--- config.mk ---
export PLATFORM = sky130hd
export DESIGN_NAME = key_debounce_multi
export DESIGN_NICKNAME = d
export VERILOG_FILES = /design/src/rtl/key_debounce_multi.sv
export SDC_FILE = /design/constraint.sdc
export NUM_CORES = 1
export LEC_CHECK = 0
export CAP_MARGIN = 15
export CORE_MARGIN = 1.5
export CORE_UTILIZATION = 56
export DETAILED_ROUTE_END_ITERATION = 6
export PLACE_DENSITY = 0.77
export SLEW_MARGIN = 15
export SYNTH_ARGS = -nofsm -noshare
export SYNTH_HDL_FRONTEND = slang
export SYNTH_HIERARCHICAL = 1
export SYNTH_SLANG_ARGS = --single-unit
--- constraint.sdc ---
create_clock -name clk -period 2 [get_ports clk]
set_input_delay 0.6 -clock clk [delete_from_list [all_inputs] [get_ports clk]]
set_output_delay 0.6 -clock clk [all_outputs]
set_load 0.005 [all_outputs]
--- src/rtl/key_debounce_multi.sv ---
// N-channel push-button conditioner: 2-flop sync, debounce FSM, press/release/long-press pulses.
// Define KEY_LONG_PRESS_EN to build the long-press counters; otherwise long_pulse is tied low.

module key_debounce_chan #(
  parameter int DB_CYCLES   = 4
`ifdef KEY_LONG_PRESS_EN
  , parameter int LONG_CYCLES = 16
`endif
) (
  input  logic clk,
  input  logic rst_n,
  input  logic key_n,
  output logic key_level,
  output logic press_pulse,
  output logic release_pulse,
  output logic long_pulse
);

  localparam int CNT_W = $clog2(DB_CYCLES);
  localparam logic [CNT_W-1:0] CNT_LAST = CNT_W'(DB_CYCLES - 1);

  localparam logic [1:0] S_IDLE         = 2'd0;
  localparam logic [1:0] S_PRESS_WAIT   = 2'd1;
  localparam logic [1:0] S_DOWN         = 2'd2;
  localparam logic [1:0] S_RELEASE_WAIT = 2'd3;

  logic             sync_meta;
  logic             sync_key;
  logic [1:0]       state;
  logic [CNT_W-1:0] cnt;
  logic             accept_press;
  logic             accept_release;

  // Synchroniser idles high so reset never looks like a press.
  always_ff @(posedge clk or negedge rst_n) begin
    if (!rst_n) begin
      sync_meta <= 1'b1;
      sync_key  <= 1'b1;
    end else begin
      sync_meta <= key_n;
      sync_key  <= sync_meta;
    end
  end

  assign accept_press   = (state == S_PRESS_WAIT)   && !sync_key && (cnt == CNT_LAST);
  assign accept_release = (state == S_RELEASE_WAIT) &&  sync_key && (cnt == CNT_LAST);

  always_ff @(posedge clk or negedge rst_n) begin
    if (!rst_n) begin
      state         <= S_IDLE;
      cnt           <= '0;
      key_level     <= 1'b0;
      press_pulse   <= 1'b0;
      release_pulse <= 1'b0;
    end else begin
      press_pulse   <= 1'b0;
      release_pulse <= 1'b0;
      case (state)
        S_IDLE: begin
          if (!sync_key) begin
            state <= S_PRESS_WAIT;
            cnt   <= '0;
          end
        end
        S_PRESS_WAIT: begin
          if (sync_key) begin
            state <= S_IDLE;
          end else if (accept_press) begin
            state       <= S_DOWN;
            press_pulse <= 1'b1;
            key_level   <= 1'b1;
          end else begin
            cnt <= cnt + CNT_W'(1);
          end
        end
        S_DOWN: begin
          if (sync_key) begin
            state <= S_RELEASE_WAIT;
            cnt   <= '0;
          end
        end
        S_RELEASE_WAIT: begin
          if (!sync_key) begin
            state <= S_DOWN;
          end else if (accept_release) begin
            state         <= S_IDLE;
            release_pulse <= 1'b1;
            key_level     <= 1'b0;
          end else begin
            cnt <= cnt + CNT_W'(1);
          end
        end
        default: state <= S_IDLE;
      endcase
    end
  end

`ifdef KEY_LONG_PRESS_EN
  localparam int LONG_W = $clog2(LONG_CYCLES + 1);
  localparam logic [LONG_W-1:0] LONG_LAST = LONG_W'(LONG_CYCLES - 1);
  localparam logic [LONG_W-1:0] LONG_MAX  = LONG_W'(LONG_CYCLES);

  logic [LONG_W-1:0] long_cnt;
  logic              held;

  assign held = (state == S_DOWN) || (state == S_RELEASE_WAIT);

  // Counter saturates one past the firing point, so a long hold pulses exactly once.
  always_ff @(posedge clk or negedge rst_n) begin
    if (!rst_n) begin
      long_cnt   <= '0;
      long_pulse <= 1'b0;
    end else begin
      long_pulse <= 1'b0;
      if (accept_press) begin
        long_cnt <= '0;
      end else if (held) begin
        if (long_cnt == LONG_LAST) begin
          long_pulse <= 1'b1;
        end
        if (long_cnt != LONG_MAX) begin
          long_cnt <= long_cnt + LONG_W'(1);
        end
      end else begin
        long_cnt <= '0;
      end
    end
  end
`else
  assign long_pulse = 1'b0;
`endif

endmodule

module key_debounce_multi #(
  parameter int NUM_KEYS    = 4,
  parameter int DB_CYCLES   = 1_000_000,
  parameter int LONG_CYCLES = 50_000_000
) (
  input  logic                clk,
  input  logic                rst_n,
  input  logic [NUM_KEYS-1:0] key_n,
  output logic [NUM_KEYS-1:0] key_level,
  output logic [NUM_KEYS-1:0] press_pulse,
  output logic [NUM_KEYS-1:0] release_pulse,
  output logic [NUM_KEYS-1:0] long_pulse,
  output logic                key_any
);

  // An illegal parameter set builds no channels, so it shows up as dead keys
  // rather than as counters of nonsensical width.
  localparam bit PARAMS_OK = (NUM_KEYS >= 1) && (DB_CYCLES >= 2) && (LONG_CYCLES > DB_CYCLES);

  generate
    if (PARAMS_OK) begin : g_keys
      for (genvar i = 0; i < NUM_KEYS; i++) begin : g_chan
        key_debounce_chan #(
          .DB_CYCLES   (DB_CYCLES)
`ifdef KEY_LONG_PRESS_EN
          , .LONG_CYCLES (LONG_CYCLES)
`endif
        ) u_chan (
          .clk           (clk),
          .rst_n         (rst_n),
          .key_n         (key_n[i]),
          .key_level     (key_level[i]),
          .press_pulse   (press_pulse[i]),
          .release_pulse (release_pulse[i]),
          .long_pulse    (long_pulse[i])
        );
      end
    end else begin : g_no_keys
      assign key_level     = '0;
      assign press_pulse   = '0;
      assign release_pulse = '0;
      assign long_pulse    = '0;
    end
  endgenerate

  always_ff @(posedge clk or negedge rst_n) begin
    if (!rst_n) begin
      key_any <= 1'b0;
    end else begin
      key_any <= |key_level;
    end
  end

endmodule

==> implementation parameters <==
Parameter                              Value

Synth
  Share of synthesized area occupied by flip-flops and latches    42.9%
  Number of enable-type register cells in the synthesized netlist    0
  Predominant post-synthesis flop cell    dfrtp_1
  Avg Synthesized Cell Area    just over 9 um^2
  Leading cell type by number of instances after synthesis    dfrtp_1
  Number of instances in the synthesized netlist    689
  Yosys reg bits    approximately 110
  Area share of the largest cell type after synthesis    between 30% and 40%
  Post-synthesis net count    ~700
  Top cell types by occurrence after synthesis    101 x dfrtp_1, 83 x nand2_1, 49 x nand3_1, 47 x nor2_1, 26 x a21oi_1
  Leading area contributor after synthesis    dfrtp_1
  Synth warn    6
  Largest cells by area after synthesis    dfrtp_1 40%, nand2_1 4.9%, nand3_1 3.8%
  Distinct cell type count of the synthesized netlist    70
  Fraction of registers with async set/reset    100%
  Mapped cell area    approximately 0.0064 mm^2

Setup path
  Terminus of the critical flop-to-flop path    g_keys.g_chan[2].u_chan/key_level
  Critical register-to-register path startpoint    g_keys.g_chan[2].u_chan/cnt[15]
  Worst Setup Start Kind    flop
  Kind of end point of the critical path    flop
  Critical path class    reg2reg
  Length in cells of the worst reg-to-reg path    5
  Worst reg2reg setup slack    0.09 ns
  CP arrival    roughly 2.2 ns
  Worst EP required    2.23 ns
  Critical-path maximum fanout    12

Route
  Number of DRC violations after detailed routing    0
  Via density per instance    6.42
  Final wirelength    roughly 14 mm
  DR WL/cell    approximately 16 um
  Number of antenna-violating nets in the routed design    0
  Number of vias in the routed layout    ~5,700
  Violation count after the first detailed-route iteration    416
  Pre-antenna DRT Iters    5

Pwr
  LEAKAGE    between 2 and 3 nW
  Reg power frac    between 50 and 60%
  Clock network power share    a little over a third
  Switching part of the total    between 20% and 30%
  Worst supply voltage drop on vdd    about 0.71 mV
  Part of the power in combinational logic    13.3%
  Internal power    roughly 3.5 mW
  Power dissipated by switching net loads    1.30 mW
  Power density cells    ~660 mW/mm^2
  Design Power    4.78 mW

Finish
  Share of layout cells above drive strength 1    between 15 and 20%
  Layout overhead on the synthesized area    14.4%
  Number of nets at the end of the flow    roughly 750
  Number of antenna cells inserted    0

Floorplan
  Die Area    roughly 0.012 mm^2
  Top-level I/O count    23
  Chip Height    about 110 um
  Effective utilization at floorplan    58.1%
  Die Span X    110 um
  Number of rows in the core area    38
  Core outline area    about 0.011 mm^2

Global route
  Maximum number of pins on one net before global-route repair    54
  All-Layer GR Usage    between 20% and 30%
  Antenna violations before repair    0
  Wire length of the first global-routing pass    24.5 mm
  Vias in the first global route    between 5,000 and 6,000
  Remaining global-route overflow    0

Timing
  Slew at the pin closest to its max-slew limit    0.543 ns
  Part of the cycle the worst path needs    between 90% and 100%
  Finish-stage setup viols    0
  Hold violation count in the final report    0
  Min Tclk post-route    roughly 1.9 ns
  Tightest slew margin relative to the limit    between 60% and 70%
  Number of pins exceeding their max-slew limit in the final report    0
  Upper clock frequency limit    around 0.52 GHz
  Setup tns final    0 ns
  Setup skew after layout    roughly 0.007 ns
  Unrepaired setup endpoints after global routing    no

Clock network
  Count of clock tree sinks    roughly 110
  Number of buffers created by CTS    9
  Worst skew pair latency    approximately 0.35 ns
  Count of cells resized by post-cts repair    0
  CTS tree    done
  Clock edge transition at the registers on the reported setup and hold paths    around 0.070 ns
  Number of buffers added for setup after CTS    0
  CTS HTree Levels    3
  Master cell of the clock root buffer    clkbuf_16
  Number of buffers added to fix hold violations after cts    0
  Max Buffers Root-to-Sink    2

Place
  Final weighted congestion of routability-driven global placement    just under 0.9
  Count of input and output buffers    18
  Final HPWL DP    between 9 and 10 mm

Min path
  Worst min path class    in2async

Run status
  Outcome    completed

Flow run
  Count of max-cap constraint violations    0
per-stage QoR:
stage / setup slack, ns / instances / cell area (um^2) / hold WS [ns] / utilization (%)
finish: 0.0853 / 882 / 7300 / 0.0832 / 66.5
global route: 0.00709 / 882 / 7300 / 0.0800 / 66.5
CTS: 0.0410 / 882 / 7280 / 0.0800 / 66.3
detailed placement: 0.0736 / 866 / 7000 / 0.348 / 63.7
global placement: 0.115 / 866 / 7000 / 0.347 / 63.7
floorplan: 0.0239 / 689 / 6380 / 0.304 / -
critical path, stage by stage, from the launching register on:
cell and delay, ns:
dfrtp_1 0.38, or4_4 0.55, nor4_4 0.27, buf_4 0.22
nand3_4 0.08, a211o_1 0.30
per-layer routing:
metal  routed length (um)  GRT usage (%)  share of wire [%]  up-vias
met5                    0              0                  0        -
met4                  239           7.61                1.7        0
met3                  726           5.51                5.1       24
met2                 6900           41.9                 48      193
met1                 6440           34.4                 45     2764
li1                     -              -                  -     2681
cells in the final DEF, fill, tap and decap left out, types with 7 or more instances in the layout:
cell type        instances
o21ai_0                 21
or4_1                   13
and3_1                   7
nor4_1                  10
a31oi_1                 16
clkbuf_16                9
a22o_1                  14
clkdlybuf4s50_1         17
nor2_1                  47
dfstp_2                  8
mux2_2                  10
a21oi_1                 26
dfrtp_1                101
buf_4                   61
inv_1                   14
or3_1                   17
o211ai_1                11
nor3b_1                  7
nand4_1                 23
nand2_1                 83
nand3_1                 49
nor3_1                  23
cells by family after synthesis:
group,count (synthesis),share of synthesized area (%)
xor gates and xnor gates,12,1.65
muxes,12,2.08
other,4,0.235
and+or+nand+nor,338,30.4
AOI/OAI and AO/OA,151,16.8
buffers and inverters,59,5.16
DFF,109,42.9
adders and majority gates,4,0.785
power by group through the flow:
stage,clock network [mW],registers [mW],logic (mW)
final,1.68,2.47,0.634
after floorplan,0,2.51,0.330
after global routing,1.82,2.48,0.721
after detailed placement,0,2.50,0.629
after CTS,1.73,2.46,0.633
after global placement,0,2.49,0.600
area by class of cell:
class / count / area [um^2]
timing repair buffer: 82 / 708
clock buffer: 12 / 246
multi-input combinational: 521 / 3350
clock inverter: 4 / 32.5
tap: 140 / 175
fill: 862 / 3680
inverter: 14 / 52.6
sequential: 109 / 2740
sequential cells by signal, summed over array words and instances (netlist names), named ones only:
| register | count |
|---|---|
| g_keys.g_chan.u_chan/cnt | 80 |
| g_keys.g_chan.u_chan/key_level | 4 |
| g_keys.g_chan.u_chan/press_pulse | 4 |
| g_keys.g_chan.u_chan/release_pulse | 4 |
| g_keys.g_chan.u_chan/state | 4 |
| g_keys.g_chan.u_chan/sync_key | 4 |
| g_keys.g_chan.u_chan/sync_meta | 4 |
| key_any | 1 |
worst max path at each step:
stage,cells after the start,startpoint,to,slack (ns)
floorplan,6,g_keys.g_chan[0].u_chan/cnt[0],g_keys.g_chan[0].u_chan/cnt[18],0.02
global placement,5,g_keys.g_chan[0].u_chan/cnt[15],g_keys.g_chan[0].u_chan/key_level,0.11
detailed placement,5,g_keys.g_chan[0].u_chan/cnt[1],g_keys.g_chan[0].u_chan/cnt[18],0.07
CTS,5,g_keys.g_chan[3].u_chan/cnt[0],g_keys.g_chan[3].u_chan/cnt[18],0.04
global route,5,g_keys.g_chan[2].u_chan/cnt[15],g_keys.g_chan[2].u_chan/key_level,0.007
finish,5,g_keys.g_chan[2].u_chan/cnt[15],g_keys.g_chan[2].u_chan/key_level,0.09
(Power assumes the default switching activity.)
